==> src/rtl/game_turn_controller.sv <==
// Turn sequencer for the board-game datapath: player input, piece insertion,
// win check and turn advance, with per-turn timeout, draw and abandonment detection.
module game_turn_controller #(
   parameter int NUM_PLAYERS = 2,
   parameter int TURN_CYCLES = 50_000_000,
   parameter int MAX_MOVES   = 42,
   parameter int PID_W       = 3,
   parameter int TMR_W       = 26
) (
   input  logic                             clk,
   input  logic                             rst,
   input  logic                             fsm_reset,
   input  logic [NUM_PLAYERS-1:0]           valid_move,
   input  logic                             win_done,
   input  logic                             win_flag,
   input  logic [PID_W-1:0]                 winner_id,
   output logic [NUM_PLAYERS-1:0]           enable_input,
   output logic [NUM_PLAYERS-1:0]           insert_piece,
   output logic                             check_win,
   output logic [PID_W-1:0]                 turn,
   output logic [TMR_W-1:0]                 time_left,
   output logic [$clog2(MAX_MOVES+1)-1:0]   move_count,
   output logic [7:0]                       status,
   output logic                             write_status,
   output logic                             reset_board,
   output logic                             reset_inputs
);
   localparam int                MC_W   = $clog2(MAX_MOVES+1);
   localparam logic [PID_W-1:0]  LAST_P = PID_W'(NUM_PLAYERS);
   localparam logic [PID_W-1:0]  ONE_P  = PID_W'(1);
   localparam logic [MC_W-1:0]   MC_MAX = MC_W'(MAX_MOVES);
   localparam logic [TMR_W-1:0]  T_LOAD = TMR_W'(TURN_CYCLES-1);

   typedef enum logic [2:0] {
      S_CLEAR, S_WAIT, S_INSERT, S_CHECK, S_SKIP, S_NEXT, S_OVER
   } state_t;

   state_t                 state, state_nxt;
   logic [PID_W-1:0]       skip_cnt;
   logic                   over_seen;
   logic [NUM_PLAYERS-1:0] cur_oh;
   logic                   move_ok, last_skip, winner_ok, clr;
   logic [7:0]             win_code;

   assign clr       = !rst || fsm_reset;
   assign cur_oh    = NUM_PLAYERS'(1) << (turn - ONE_P);
   // only the current player's strobe counts; other bits are ignored
   assign move_ok   = |(valid_move & cur_oh);
   assign last_skip = (skip_cnt + ONE_P) == LAST_P;
   assign winner_ok = (winner_id != '0) && (winner_id <= LAST_P);
   assign win_code  = 8'h10 | 8'(winner_ok ? winner_id : turn);

   always_ff @(posedge clk) begin
      if (clr) state <= S_CLEAR;
      else     state <= state_nxt;
   end

   always_comb begin
      state_nxt = state;
      case (state)
         S_CLEAR:  state_nxt = S_WAIT;
         S_WAIT: begin
            if (move_ok)                state_nxt = S_INSERT;
            else if (time_left == '0)   state_nxt = S_SKIP;
         end
         S_INSERT: state_nxt = S_CHECK;
         S_CHECK: begin
            if (win_done) begin
               if (win_flag || move_count == MC_MAX) state_nxt = S_OVER;
               else                                  state_nxt = S_NEXT;
            end
         end
         S_SKIP:   state_nxt = last_skip ? S_OVER : S_NEXT;
         S_NEXT:   state_nxt = S_WAIT;
         S_OVER:   state_nxt = S_OVER;
         default:  state_nxt = S_CLEAR;
      endcase
   end

   always_ff @(posedge clk) begin
      if (clr) begin
         turn       <= ONE_P;
         time_left  <= '0;
         move_count <= '0;
         skip_cnt   <= '0;
         status     <= 8'h00;
         over_seen  <= 1'b0;
      end else begin
         case (state)
            S_CLEAR: time_left <= T_LOAD;
            S_WAIT: begin
               if (!move_ok && time_left != '0) time_left <= time_left - TMR_W'(1);
            end
            S_INSERT: begin
               if (move_count != MC_MAX) move_count <= move_count + MC_W'(1);
               skip_cnt <= '0;
            end
            S_CHECK: begin
               if (win_done && win_flag)                    status <= win_code;
               else if (win_done && move_count == MC_MAX)   status <= 8'hD0;
            end
            S_SKIP: begin
               skip_cnt <= skip_cnt + ONE_P;
               if (last_skip) status <= 8'hA0;
            end
            S_NEXT: begin
               turn      <= (turn == LAST_P) ? ONE_P : turn + ONE_P;
               time_left <= T_LOAD;
            end
            S_OVER:  over_seen <= 1'b1;
            default: ;
         endcase
      end
   end

   always_comb begin
      enable_input = '0;
      insert_piece = '0;
      check_win    = 1'b0;
      write_status = 1'b0;
      reset_board  = 1'b0;
      reset_inputs = 1'b0;
      case (state)
         S_CLEAR: begin
            reset_board  = 1'b1;
            reset_inputs = 1'b1;
         end
         S_WAIT:   enable_input = cur_oh;
         S_INSERT: insert_piece = cur_oh;
         S_CHECK:  check_win    = 1'b1;
         S_OVER:   write_status = !over_seen;
         default: ;
      endcase
   end
endmodule

==> config.mk <==
export PLATFORM = sky130hd
export DESIGN_NAME = game_turn_controller
export DESIGN_NICKNAME = d
export VERILOG_FILES = /design/src/rtl/game_turn_controller.sv
export SDC_FILE = /design/constraint.sdc
export NUM_CORES = 1
export LEC_CHECK = 0
export ABC_AREA = 1
export CORE_ASPECT_RATIO = 0.7
export CORE_UTILIZATION = 62
export CTS_BUF_LIST = sky130_fd_sc_hd__clkbuf_4 sky130_fd_sc_hd__clkbuf_8 sky130_fd_sc_hd__clkbuf_16
export DETAILED_ROUTE_END_ITERATION = 8
export DONT_BUFFER_PORTS = 1
export PLACE_DENSITY = 0.86
export SKIP_LAST_GASP = 1
export SYNTH_ARGS = -nofsm -noshare
export SYNTH_HDL_FRONTEND = slang
export SYNTH_SLANG_ARGS = --single-unit
==> constraint.sdc <==
create_clock -name clk -period 2.95 [get_ports clk]
set_clock_uncertainty 0.2 [all_clocks]
set_input_delay 0.7375 -clock clk [delete_from_list [all_inputs] [get_ports clk]]
set_output_delay 0.7375 -clock clk [all_outputs]
set_load 0.1 [all_outputs]
# ---- Word level (Yosys, flattened, before mapping)
# Cells that the tools add are included.
dict set report op_classes {
  add_sub_neg 5
  magnitude_cmp 1
  n_eq_ne 15
  shift 1
  mux 20
  bitwise_logic 1
  reduce_logical 22
}
# cell count
set op_table {}
lappend op_table {{26-bit one-hot mux with 2 select lines} 1}
lappend op_table {{26-bit zero test} 1}
lappend op_table {{26-bit two-way mux} 1}
lappend op_table {{26-bit nonzero test} 1}
lappend op_table {{26-bit by 1-bit subtractor with 26-bit output (second input constant)} 1}
lappend op_table {{8-bit two-way mux} 3}
lappend op_table {{3-bit one-hot mux with 6 select lines} 1}
lappend op_table {{8-bit one-hot mux with 2 select lines} 1}
lappend op_table {{3-bit two-way mux} 5}
lappend op_table {{3-bit by 2-bit == test with 1-bit output (second input constant)} 4}
lappend op_table {{3-bit == test (second input constant)} 3}
lappend op_table {{2-bit two-way mux} 4}
lappend op_table {{3-bit by 1-bit adder with 3-bit output (second input constant)} 2}
lappend op_table {{6-bit by 1-bit adder with 6-bit output (second input constant)} 1}
lappend op_table {{6-bit == test (second input constant)} 1}
lappend op_table {{2-bit != test (second input constant)} 3}
lappend op_table {{3-bit != test (second input constant)} 2}
lappend op_table {{6-bit != test (second input constant)} 1}
lappend op_table {{3-bit one-hot mux with 2 select lines} 1}
lappend op_table {{2-bit AND reduction} 3}
lappend op_table {{2-bit nonzero test} 3}
lappend op_table {{1-bit logical AND} 4}
lappend op_table {{2-bit OR reduction} 2}
lappend op_table {{3-bit by 1-bit == test with 1-bit output (second input constant)} 1}
lappend op_table {{other kinds (10)} 15}
dict set report word_totals {
  reg_bits 50
  inputBits 10
  out_inout_bits 51
  wordCells 72
}

# ---- Depth between registers and ports, before layout
# Gate-level depths: netlist of the first run.
dict set report logic_depth {
  ltp_word 8
  mapped_depth 12
  mapped_depth_nobuf 11
}

# ---- Least setup slack after synthesis of the first run
# No wires, ideal clock.
dict set report synth_path {
  path_kind {register -> output}
  startpoint {register turn[0]}
  endpoint {output enable_input[1]}
  arrival_time_ps 3127
  required_ps 2013
  slack_ps -1115
  stages_incl_launch_ff 7
  n_path_buf 0
  cell_sequence {dfxtp_1 -> inv_1 -> ha_1 -> inv_1 -> nor2_1 -> nand3_1 -> nor2_1}
}
dict set report synth_via {
  elab_chain_cells 3
}
# item line_no
set synth_rtl {}
lappend synth_rtl {{from (decl)} 20} ;# output logic [PID_W-1:0] turn,
lappend synth_rtl {{from (signal assigned)} 107} ;# turn <= (turn == LAST_P) ? ONE_P : turn + ONE_P;
lappend synth_rtl {{3-bit by 1-bit subtractor with 3-bit output} 46} ;# assign cur_oh = NUM_PLAYERS'(1) << (turn - ONE_P);
lappend synth_rtl {{1-bit by 3-bit left shift with 2-bit output} 46}
lappend synth_rtl {{2-bit two-way mux} 123} ;# case (state)
lappend synth_rtl {{to (decl)} 17} ;# output logic [NUM_PLAYERS-1:0] enable_input,
# Every way passes these cells.

# ---- Final worst setup path of the first run
dict set report layout_path {
  startpoint {register turn[0]}
  endpoint {output insert_piece[1]}
}
dict set report layout_via {
  elab_chain_cells 3
}
# item line_no
set layout_rtl {}
lappend layout_rtl {{3-bit by 1-bit subtractor with 3-bit output} 46}
lappend layout_rtl {{1-bit by 3-bit left shift with 2-bit output} 46}
lappend layout_rtl {{2-bit two-way mux} 123}
lappend layout_rtl {{to (decl)} 18} ;# output logic [NUM_PLAYERS-1:0] insert_piece,
# Every way passes these cells.

==> key figures, run 1 <==
Status
  • Status: finished clean

STA
  • Worst-case hold slack: between 0.2 and 0.3 ns
  • Finish-stage setup viols: 0
  • Period minus WS final: 2.730 ns
  • Fin crit share: between 90% and 100%
  • Fmax: around 370 MHz
  • TNS Setup: 0 ns
  • Final Slew Violations: 0
  • Final Hold Viols: 0
  • Unrepaired setup endpoints after global routing: false

Synthesis
  • Post-synth top area share: 30.19%
  • Syn Nets: just under 500
  • Mean Syn Cell Area: 6.812 um2
  • Main flop type after synthesis: dfxtp_1
  • Synth top cells by count: nand2_1 (101), nor2_1 (69), dfxtp_1 (49)
  • Async SR Flop Fraction: 0%
  • Post-Syn Instances: between 400 and 500
  • Area contributors post-synth: dfxtp_1 (30%), nand2_1 (12%), nor2_1 (8.0%)
  • Library cells used by synthesis: 43
  • Seq/Total Area, Yosys: 30.19%
  • Synthesized flop and latch total: slightly below 50
  • Synth Cell Area: about 0.0032 mm2
  • Post-synth EDFFs: 0
  • Synth area leader: dfxtp_1
  • Synth warn: 0
  • Top-count cell post-synth: nand2_1

Pwr
  • Pint: around 1100 uW
  • Pleak: 0.001709 uW
  • Sw frac: 40.06%
  • Flop pwr share: 38.2%
  • Psw: around 750 uW
  • VDD IR max: approximately 0.31 mV
  • PwrDens: 480.6 mW/mm2
  • Gate power share: between 30 and 40%
  • Clock share of power: between 20% and 30%

Clock tree
  • Clk_lat worst skew: between 0.3 and 0.4 ns
  • Hold buffers post-CTS: 0
  • Clock Path Buffers: 2
  • CTS buffer count: 5
  • Post-CTS setup buffers: 0
  • Htree depth: 2
  • Sink Count: 49
  • Cts repair resizes: 0
  • Clk root buf: clkbuf_8
  • CTS tree: yes
  • CTS clk-pin slew, worst paths: around 0.090 ns

Global route
  • Vias in the first global route: roughly 3.0k
  • Global Route Usage Sum: around a third
  • First-pass GRT wire length: ~14,000 um
  • GRT overflow: 0
  • Pin count of the biggest net entering global routing: 35
  • Initial antenna violation count: 0

Hold path
  • Worst hold path type: reg2reg
  • Hold wc startpoint: over_seen$_SDFFE_PP0N_
  • WHS Path Cells: 2
  • Worst Hold End: over_seen$_SDFFE_PP0N_

Critical path
  • CP max stage cell: dfxtp_4
  • FF-to-FF path depth: 11
  • CP Capture Type: output pin
  • Most used cell, CP: inv_1
  • Worst EP arrival: 1.79 ns
  • Worst setup path class: reg2out
  • CP Launch Type: flop
  • CP Cell Sequence: inv_1, ha_1, inv_1, nor2_1, nand3_1, nor2_4, buf_12
  • WP data required: 2.01 ns
  • R2R setup slack: 0.43 ns
  • Crit path largest cell delay: around 0.35 ns
  • CP max FO: 4
  • RR Endpoint: time_left[25]$_SDFFE_PP0P_
  • Reg-to-reg startpoint: turn[0]$_SDFFE_PP1N_

Routing
  • Initial drt markers: between 300 and 400
  • Routed WL per cell: 13.79 um
  • Final wirelength: 8194 um
  • Via/cell ratio: 5.668
  • ANT nets after route: 0
  • DRC viols: 0
  • Via count: approximately 3.4k
  • DRT Pass-1 Iters: 5

Layout
  • Filler cells: 333
  • Utilization after layout: slightly below 80%
  • Final instance area: between 0.003 and 0.004 mm2
  • Syn-to-layout area delta: 19.21%
  • Layout cells sized above 1: between 20 and 30%
  • Fin nets: 543
  • Number of diodes: 0
  • Final std cells w/o fill: ~590

Floorplan
  • IO Pins: 61
  • Site Rows: 21
  • Die ar.: 0.005539 mm2
  • Core Area: just under 0.005 mm2
  • Initial Util: between 60% and 70%
  • Die H: roughly 63 um
  • DIE WIDTH: around 89 um

Placement
  • Placed cells: ~600
  • Placer congestion estimate: ~0.95
  • IO buf count: 0
  • Placed Area: approximately 0.0038 mm2
  • Detailed Place HPWL: just over 6000 um

Run
  • Maxcap violations: 0
==> how the worst max path moves through the flow <==
stage | startpoint | to | slack [ns]
floorplan | turn[1]$_SDFFE_PP0N_ | insert_piece[1] | 0.01
global placement | turn[0]$_SDFFE_PP1N_ | time_left[10]$_SDFFE_PP0P_ | 0.63
detailed placement | turn[0]$_SDFFE_PP1N_ | state[0]$_SDFFE_PP0P_ | 0.50
CTS | turn[0]$_SDFFE_PP1N_ | insert_piece[1] | 0.22
global route | turn[0]$_SDFFE_PP1N_ | insert_piece[1] | 0.12
finish | turn[0]$_SDFFE_PP1N_ | insert_piece[1] | 0.22
==> power groups by stage <==
stage	Combinational, uW	Sequential [uW]	Clock [uW]
2_1_floorplan	369	890	0
3_3_place_gp	636	725	0
3_5_place_dp	657	726	0
4_1_cts	660	711	491
5_1_grt	716	716	524
6_report	666	712	484
==> registers in the layout, indices dropped and copies added (netlist names) <==
name / cells
move_count: 6
over_seen: 1
skip_cnt: 3
state: 3
status: 7
time_left: 26
turn: 3
==> per-layer routing <==
metal,wire length (um),GRT usage [%]
met5,0,0
met4,116,10.48
met3,694,7.133
met2,3783,48.17
met1,3600,43.17
==> critical path: cells and delay by family (launching register included) <==
family,cells,cell delay (ns)
buf+inv,3,0.30
flops,1,0.35
simple gates,3,0.51
fa+ha+maj,1,0.32
==> placed cells by master, fill, tap and decap left out, types with 2 or more instances in the layout <==
| master | count |
|---|---|
| xor2_1 | 4 |
| nor2_2 | 9 |
| nand4_1 | 14 |
| nand2_1 | 101 |
| o21ai_1 | 4 |
| xnor2_1 | 2 |
| inv_2 | 5 |
| dfxtp_1 | 47 |
| nor3_4 | 2 |
| nand2_2 | 3 |
| buf_4 | 51 |
| a21oi_1 | 22 |
| or2_2 | 8 |
| inv_1 | 46 |
| nand3_1 | 43 |
| or2_0 | 2 |
| nand3_2 | 17 |
| o21ai_0 | 15 |
| nor2_4 | 6 |
| nor2_1 | 64 |
| ha_1 | 9 |
| clkbuf_8 | 5 |
| nor3_1 | 2 |
| nor3b_1 | 3 |
| buf_12 | 4 |
| a21oi_2 | 17 |
==> logic make-up (layout without fill, tap and decap cells) <==
group	Yosys count	after routing	share of synthesized area (%)
compound gates	63	63	12.13
xor+xnor	6	6	1.617
fa+ha+maj	9	9	3.466
buf+inv	68	116	9.511
flops	49	49	30.19
other cells	1	1	0.1154
simple gates	281	281	42.97
==> metrics by stage <==
step           total power (uW)  setup slack, ns
2_1_floorplan              1259          0.01307
3_3_place_gp               1361           0.6307
3_5_place_dp               1383           0.4953
4_1_cts                    1862           0.2185
5_1_grt                    1956           0.1179
6_report                   1862           0.2203
==> area by class of cell <==
| cell class | count | area, um2 | share of cell area [%] |
|---|---|---|---|
| multi-input combinational | 360 | 2004 | 51.74 |
| sequential | 49 | 985.9 | 25.45 |
| clock inverter | 2 | 35.03 | 0.9044 |
| timing repair buffer | 56 | 490.5 | 12.66 |
| tap | 69 | 86.33 | 2.229 |
| inverter | 52 | 195.2 | 5.039 |
| clock buffer | 6 | 76.32 | 1.970 |
Power figures use the tool's default switching activity.
==> run 2, diff against run 1 <==
- CORE_UTILIZATION: 62 -> 58
- GPL_TIMING_DRIVEN: unset -> 1
- PLACE_DENSITY: 0.86 -> 0.84
- clock period: 2.95 -> 2.5 ns (I/O delays scaled with it)
==> run 2 against run 1 <==
Cell area is 0.58% higher; worst hold slack gained 0.0021 ns; critical path depth unchanged.
==> key figures, run 2 (same netlist as run 1, synthesis figures left out) <==
Status
  • Status: finished clean

Floorplan
  • Die H: 64.63 um
  • DIE WIDTH: between 90 and 100 um
  • Initial Util: about three fifths
  • Die ar.: roughly 0.0059 mm2
  • IO Pins: 61
  • Site Rows: 22
  • Core Area: between 0.005 and 0.006 mm2

Critical path
  • R2R setup slack: between 0.2 and 0.25 ns
  • Reg-to-reg startpoint: time_left[0]$_SDFFE_PP0P_
  • RR Endpoint: time_left[24]$_SDFFE_PP0P_
  • Stages on worst setup path: 7
  • WP data required: about 1.7 ns
  • Setup crit end: insert_piece[1]
  • CP Launch Type: flop
  • CP top delay family: flip-flops
  • Worst EP arrival: between 1.5 and 2 ns
  • Crit path buffers/inverters: 3
  • Worst setup path startpoint: turn[1]$_SDFFE_PP0N_
  • Crit path largest cell delay: about 0.37 ns
  • FF-to-FF path depth: 9
  • CP Cell Sequence: inv_4, ha_4, inv_1, nor2_2, nand3_2, nor2_4, buf_12
  • CP max FO: 3
  • CP max stage cell: dfxtp_4
  • Worst setup path class: reg2out
  • CP Capture Type: output pin

Run
  • Maxcap violations: 0

STA
  • Unrepaired setup endpoints after global routing: false
  • Fmax: 414.9 MHz
  • Final Slew Violations: 0
  • Final Hold Viols: 0
  • Period minus WS final: between 2 and 2.5 ns
  • Slew HR: 62.18%
  • TNS Setup: 0 ns
  • Pin slew with the least headroom to its limit: between 0.5 and 0.6 ns
  • Finish-stage setup viols: 0
  • Fin crit share: a little over nine tenths

Clock tree
  • Clk root buf: clkbuf_8
  • Clk_lat worst skew: around 0.31 ns
  • CTS buffer count: 5
  • CTS tree: yes
  • Clock Path Buffers: 2
  • Htree depth: 2
  • Sink Count: between 40 and 50
  • CTS clk-pin slew, worst paths: 0.09 ns

Layout
  • Commonest non-fill, non-tap cell in the layout: nand2_1
  • Final std cells w/o fill: 598
  • Fin nets: 544
  • Final instance area: a little under 0.004 mm2
  • Filler cells: 406
  • Syn-to-layout area delta: 19.91%
  • Most frequent cells in the layout: nand2_1 (101), nor2_1 (63), buf_4 (52)
  • Number of diodes: 0
  • Layout cells sized above 1: between 20% and 30%
  • Number of flip-flops in the largest register: 26
  • Most flop-heavy register: time_left
  • Biggest regs: time_left x26, status x7, move_count x6

Routing
  • Via count: approximately 3.3k
  • Via/cell ratio: 5.528
  • Routed WL per cell: 13.91 um
  • DRT Pass-1 Iters: 5
  • ANT nets after route: 0
  • Final wirelength: between 8000 and 9000 um
  • Initial drt markers: ~350
  • DRC viols: 0

Placement
  • IO buf count: 0
  • Placed cells: roughly 600
  • Detailed Place HPWL: between 6000 and 7000 um
  • Placer congestion estimate: slightly below 0.9
  • Placed Area: 0.003797 mm2

Global route
  • Vias in the first global route: 3,010
  • Initial antenna violation count: 0
  • Pin count of the biggest net entering global routing: 44
  • Global Route Usage Sum: approximately 29%
  • GRT overflow: 0
  • First-pass GRT wire length: between 10,000 and 15,000 um

Pwr
  • Pleak: around 0.0017 uW
  • VDD IR max: between 0.3 and 0.4 mV
  • PwrDens: ~540 mW/mm2

Hold path
  • Worst hold path type: reg2reg
## run 2: changes by cell type in the layout (fill, tap and decap cells not counted), moves of 2 or more
cell        delta
dfxtp_1        -3
clkinvlp_4     +2
dfxtp_2        +2
inv_1          -2
inv_4          +2
## run 2: per-layer routing
metal | part of all wire [%] | vias up | global-route usage, %
met4 | 1.0 | 0 | 6.746
li1 | - | 1645 | -
met5 | 0 | - | 0
met3 | 8.2 | 13 | 6.455
met2 | 45 | 147 | 46.99
met1 | 46 | 1501 | 39.19
## run 2: stage by stage
| step | setup slack, ns | power [uW] | utilization [%] | hold WS, ns |
|---|---|---|---|---|
| CTS | 0.04388 | 2105 | 73.34 | 0.2736 |
| finish | 0.08989 | 2105 | 73.34 | 0.2669 |
| floorplan | -0.02176 | 1488 | - | 0.2417 |
| global route | 0.007997 | 2205 | 73.34 | 0.3029 |
| detailed placement | 0.2120 | 1628 | 71.48 | 0.2593 |
| global placement | 0.3213 | 1606 | 71.48 | 0.2474 |
## run 2: final cells by class
class	instances	area (um2)	area share [%]
clock buffers	6	76.32	1.959
clock inverters	2	15.01	0.3854
inverters	52	200.2	5.138
multi-input cells	360	2024	51.96
flip-flops and latches	49	992.2	25.47
well taps	72	90.09	2.312
repair buffers	57	498.0	12.78
## run 2: how the worst min path moves through the flow
stage | start | depth (start not counted) | slack, ns | end
6_report | over_seen$_SDFFE_PP0N_ | 2 | 0.27 | over_seen$_SDFFE_PP0N_
5_1_grt | over_seen$_SDFFE_PP0N_ | 2 | 0.30 | over_seen$_SDFFE_PP0N_
4_1_cts | over_seen$_SDFFE_PP0N_ | 2 | 0.27 | over_seen$_SDFFE_PP0N_
3_5_place_dp | over_seen$_SDFFE_PP0N_ | 2 | 0.26 | over_seen$_SDFFE_PP0N_
3_3_place_gp | over_seen$_SDFFE_PP0N_ | 2 | 0.25 | over_seen$_SDFFE_PP0N_
2_1_floorplan | over_seen$_SDFFE_PP0N_ | 2 | 0.24 | over_seen$_SDFFE_PP0N_
## run 2: power breakdown
part           leakage, uW  internal, uW  switching, uW  total (uW)
Combinational      0.00125           200            576         777
Sequential        0.000401           807           34.7         842
Clock            0.0000408           209            278         487
## run 2: worst register-to-register path, cell delays in order (launching register included)
cell	delay, ns
dfxtp_2	0.33
inv_1	0.09
ha_1	0.30
nand2_2	0.17
nor2_8	0.19
nand4_4	0.12
nand2_4	0.16
nand2_2	0.33
nand2_1	0.21
a21oi_2	0.06
## run 2: repair_timing
| item | 4_1_cts | 5_1_grt |
|---|---|---|
| setup buffers | 1 | 0 |
| hold buffers | 0 | 0 |
| setup endpoints to repair | 1 | 2 |
| pin swaps | 0 | 2 |
| gates resized for setup | 0 | 0 |
